`src/rtl/pe_arrays.sv`:
```
// pe_arrays: weight-stationary column of nine processing elements.
//   PE1 sits at the top and PE9 at the bottom. Partial sums flow down the
//   column and ifmaps flow out to the right.
//   Each PE k keeps three registers: a weight w[k], an ifmap x[k] and a
//   partial sum p[k]. On every Run cycle it computes
//     p[k] <= p[k-1] + w[k]*ifmap_k
//   All arithmetic is unsigned and wraps modulo 2^Data_width.
//   To form a dot product, the caller skews the operands diagonally:
//   operand k arrives one cycle after operand k-1.
//
// Ports
//   iClk            clock, rising edge
//   iRest_n         synchronous reset, active HIGH (clears w, x, p)
//   enable_w        load all nine weights from Weight_f_top
//   Run             advance the ifmap and psum registers
//   Weight_f_top    nine packed weights, PE1 in the MSB byte
//   Ifmap_f_left_k  ifmap operand for PE k (k = 1..9)
//   Psum_t_down     registered psum of PE9
//   Ifmap_t_right   nine registered ifmaps, PE1 in the MSB byte
module pe_arrays #(
   parameter int Data_width = 8,
   parameter int WORD_SIZE  = 72
) (
   input  logic                  iClk,
   input  logic                  iRest_n,
   input  logic                  enable_w,
   input  logic                  Run,
   input  logic [WORD_SIZE-1:0]  Weight_f_top,
   input  logic [Data_width-1:0] Ifmap_f_left_1,
   input  logic [Data_width-1:0] Ifmap_f_left_2,
   input  logic [Data_width-1:0] Ifmap_f_left_3,
   input  logic [Data_width-1:0] Ifmap_f_left_4,
   input  logic [Data_width-1:0] Ifmap_f_left_5,
   input  logic [Data_width-1:0] Ifmap_f_left_6,
   input  logic [Data_width-1:0] Ifmap_f_left_7,
   input  logic [Data_width-1:0] Ifmap_f_left_8,
   input  logic [Data_width-1:0] Ifmap_f_left_9,
   output logic [Data_width-1:0] Psum_t_down,
   output logic [WORD_SIZE-1:0]  Ifmap_t_right
);
   localparam int NUM_PE = 9;

   // Lane i corresponds to PE(i+1); lane 0 is the top of the column.
   logic [NUM_PE-1:0][Data_width-1:0] x_in, w_in;
   logic [NUM_PE-1:0][Data_width-1:0] w_q, x_q, p_q;
   logic [NUM_PE-1:0][Data_width-1:0] p_above, prod, mac;

   assign x_in = {Ifmap_f_left_9, Ifmap_f_left_8, Ifmap_f_left_7,
                  Ifmap_f_left_6, Ifmap_f_left_5, Ifmap_f_left_4,
                  Ifmap_f_left_3, Ifmap_f_left_2, Ifmap_f_left_1};

   genvar i;
   generate
      for (i = 0; i < NUM_PE; i++) begin : g_lane
         assign w_in[i] = Weight_f_top[WORD_SIZE-1-i*Data_width -: Data_width];
         assign Ifmap_t_right[WORD_SIZE-1-i*Data_width -: Data_width] = x_q[i];

         // The top PE has no neighbour above, so its incoming psum is zero.
         if (i == 0) begin : g_top
            assign p_above[i] = '0;
         end else begin : g_mid
            assign p_above[i] = p_q[i-1];
         end

         // Narrow destinations give modulo-2^Data_width wrap: no saturation.
         // The multiply uses the live ifmap input and the weight as it was
         // before this edge, so a new weight takes effect one edge later.
         assign prod[i] = w_q[i] * x_in[i];
         assign mac[i]  = p_above[i] + prod[i];
      end
   endgenerate

   // Reset outranks everything. The weight load does not depend on Run.
   always_ff @(posedge iClk) begin
      if (iRest_n) begin
         w_q <= '0;
         x_q <= '0;
         p_q <= '0;
      end else begin
         if (enable_w) w_q <= w_in;
         if (Run) begin
            x_q <= x_in;
            p_q <= mac;
         end
      end
   end

   assign Psum_t_down = p_q[NUM_PE-1];
endmodule

```
`config.mk`:
```
export PLATFORM = sky130hd
export DESIGN_NAME = pe_arrays
export DESIGN_NICKNAME = d
export VERILOG_FILES = /design/src/rtl/pe_arrays.sv
export SDC_FILE = /design/constraint.sdc
export NUM_CORES = 1
export LEC_CHECK = 0
export ABC_AREA = 1
export BUFFER_PORTS_ARGS = -buffer_cell sky130_fd_sc_hd__buf_2
export CORE_MARGIN = 8
export CORE_UTILIZATION = 40
export DETAILED_ROUTE_END_ITERATION = 10
export SLEW_MARGIN = 20
export SYNTH_ARGS = -nofsm -noshare
export SYNTH_HDL_FRONTEND = slang
export SYNTH_SLANG_ARGS = --single-unit
```
`constraint.sdc`:
```
create_clock -name iClk -period 5.45 [get_ports iClk]
set_input_delay 0.545 -clock iClk [delete_from_list [all_inputs] [get_ports iClk]]
set_output_delay 0.545 -clock iClk [all_outputs]
set_load 0.03 [all_outputs]
```
==> results.md <==
* Pin slew with the least headroom to its limit at 0.9893 ns
* Synth Cell Area at 17880 sq um
* Port buffer count at 227
* Ant diodes at 0
* Syn_nets at 2968
* CTS tree: built
* Final Cell Area at 20250 sq um
* Post-CTS Repair Setup Buffers at 0
* Die width at 227.4 microns
* Largest net degree at the start of global routing at 148
* Drt wl/cell at 14.21 microns
* Area fraction in compound gates after synthesis at 7.802%
* Post-Place Cell Area at 19290 sq um
* Final setup vio count at 0
* Tcrit/Tclk final at 72.84%
* Setup slack at placement at 1.122 ns
* Yosys top cell area share at 24.18%
* Gr usage total at 18.18%
* Mapped Cells at 2512
* Peak supply drop at 0.2123 mV
* Lkg Pwr at 11.58 nW
* Nets at 3119
* Clock root buffer: clkbuf_16
* Final Hold Fails at 0
* Hold_ws at 0.2120 ns
* Final worst setup slack at 1.480 ns
* Slew Viols, Final at 0
* TNS Setup at 0 ns
* DR vias at 15353
* Mux cell area share after synthesis at 0%
* Num CTS Buffers at 28
* Overflow after GRT at 0
* Post-Synth Adder-Cell Area at 28.10%
* CTS max path bufs at 3
* Final ANT Viol Nets at 0
* Syn Area/Cell at 7.118 sq um
* Sequential fraction of the synthesis area at 24.18%
* Initial antenna violation count at 0
* Clk_lat worst skew at 0.56 ns
* Post-synth cell types at 30
* First-pass GRT wire length at 77800 microns
* Top post-synthesis cells by area: dfxtp_1, fa_1, nand2_1
* Synthesis-stage register bit count at 216
* Layout Skew at 0.009686 ns
* Synth warn at 0
* Arrival time worst endpoint at 4.42 ns
* Clock Sinks at 216
* Placer congestion estimate at 0.8464
* Initial Utilization at 40.44%
* Max-cap violations at 0
* CP Class: register to register
* HPWL after DPL at 34170 microns
* Headroom to the max-slew limit at 34.05%
* Yosys top cell by area: dfxtp_1
* DRC errors left at 0
* Crit Path Max Fanout at 8
* Core box area at 44220 sq um
* Full die area at 51720 sq um
* Row count at 77
* Tmin final at 3.970 ns
* Cts repair resizes at 0
* Unrepaired setup endpoints after global routing: false
* Most frequent cells after synthesis: nand2_1, inv_1, nor2_1, dfxtp_1, o21ai_0
* Metal-1 WL at 21110 microns
* Most used DFF post-synth: dfxtp_1
* Post-Route WL at 46510 microns
* XOR/XNOR share of the synthesized area at 4.142%
* Critical Path RT at 5.90 ns
* Synth Area in Simple Gates at 21.79%
* Async set or reset register ratio after synthesis at 0%
* Most common cell in the synthesized netlist: nand2_1
* Met3 WL at 2431 microns
* DR WL met2 at 21970 microns
* Critical Path Sink Type: register
* Largest family of logic cells by synthesized area: adder cells
* Peak Freq at 0.2519 GHz
* # H-tree levels at 1
* Number of flops mapped to enable cells by yosys at 0
* Outcome: complete, no violations
* Clk slew on worst S/H paths at 0.06 ns
* Io pins at 228
* Vias in the first global route at 15746
* 1st-pass router iterations at 5
* Die extent in y at 227.4 microns
* Worst hold path type: input port to register
* Vias per cell at 4.689
* Share of layout cells above drive strength 1 at 11.15%
* DR iter-0 viols at 626
* Hold_buf cts at 0
* Max Used Layer: met4
* CP Launch Type: register
* Pwr/cell area at 295.9 nW/um^2
* Area growth syn-to-layout at 13.23%
## worst paths after layout
check	start	end	slack (ns)	cells past startpoint
worst max-delay path	w_q[2]	p_above[15]	1.48	19
worst max register to register	w_q[2]	p_above[15]	1.48	19
worst min-delay path	Weight_f_top[62]	w_q[14]	0.21	3
worst min register to register	Ifmap_t_right[64]	Ifmap_t_right[64]	0.47	2
## logic make-up (layout without fill, tap and decap cells)
logic type / count (synthesis) / in the layout
simple gates: 994 / 994
fa+ha+maj: 308 / 308
flops: 216 / 216
buf+inv: 639 / 809
compound gates: 273 / 273
xor+xnor: 82 / 82
## final cells by class
type | count | area, sq um
Multi-Input combinational cell | 1657 | 11060
Timing Repair Buffer | 233 | 1184
Inverter | 527 | 1988
Tap cell | 592 | 740.7
Clock buffer | 35 | 788.3
Fill cell | 4544 | 23980
Sequential cell | 216 | 4324
Clock inverter | 14 | 163.9
## through the flow
step | std cells | util, % | power, mW
after global placement | 3225 | 43.63 | 4.049
after floorplan | 2512 | - | 3.552
after CTS | 3274 | 45.78 | 6.097
after detailed placement | 3225 | 43.63 | 4.117
final | 3274 | 45.78 | 5.990
after global routing | 3274 | 45.78 | 6.511
## per-layer routing
| layer | GRT usage (%) | vias to the layer above |
|---|---|---|
| met5 | 0 | - |
| met4 | 4.305 | 0 |
| met2 | 31.81 | 286 |
| li1 | - | 7763 |
| met3 | 2.963 | 62 |
| met1 | 23.23 | 7242 |
## sequential cells by signal, indices dropped and copies added, names as in the netlist
register       cells
Ifmap_t_right     72
w_q               72
p_above           64
Psum_t_down        8
## where the power goes
part	switching [mW]	total, mW	internal (mW)
clock	0.755	1.92	1.16
combinational	1.34	2.21	0.868
sequential	0.127	1.86	1.74
total	2.22	5.99	3.77
## placed cells by master (no fill, tap or decap)
master,n
a211oi_1,6
a21o_1,2
a21oi_1,51
a31oi_1,1
buf_2,226
buf_4,7
bufinv_16,3
clkbuf_1,2
clkbuf_16,29
clkbuf_8,4
clkinv_2,5
clkinv_4,2
clkinvlp_4,3
dfxtp_1,216
fa_1,156
ha_1,152
inv_1,523
inv_2,2
inv_6,3
nand2_1,542
nand2_2,8
nand3_1,55
nand3_2,2
nand3b_1,14
nand4_1,2
nor2_1,369
nor3_1,1
o21ai_0,211
o21ba_2,1
o21bai_1,1
or2_4,1
xnor2_1,43
xnor2_2,3
xor2_1,36
## critical path: stages, from the launching register on
cell	delay [ns]
dfxtp_1	0.50
nand2_1	0.12
fa_1	0.43
fa_1	0.50
inv_1	0.06
fa_1	0.54
inv_1	0.05
fa_1	0.48
inv_1	0.04
ha_1	0.31
a21oi_1	0.20
nand2_1	0.07
nand2_1	0.05
nand2_1	0.05
xor2_1	0.20
inv_1	0.06
nand2_1	0.06
nand3_1	0.06
nand2_1	0.08
inv_1	0.03
Note: power is estimated with default switching activity, not from simulation.
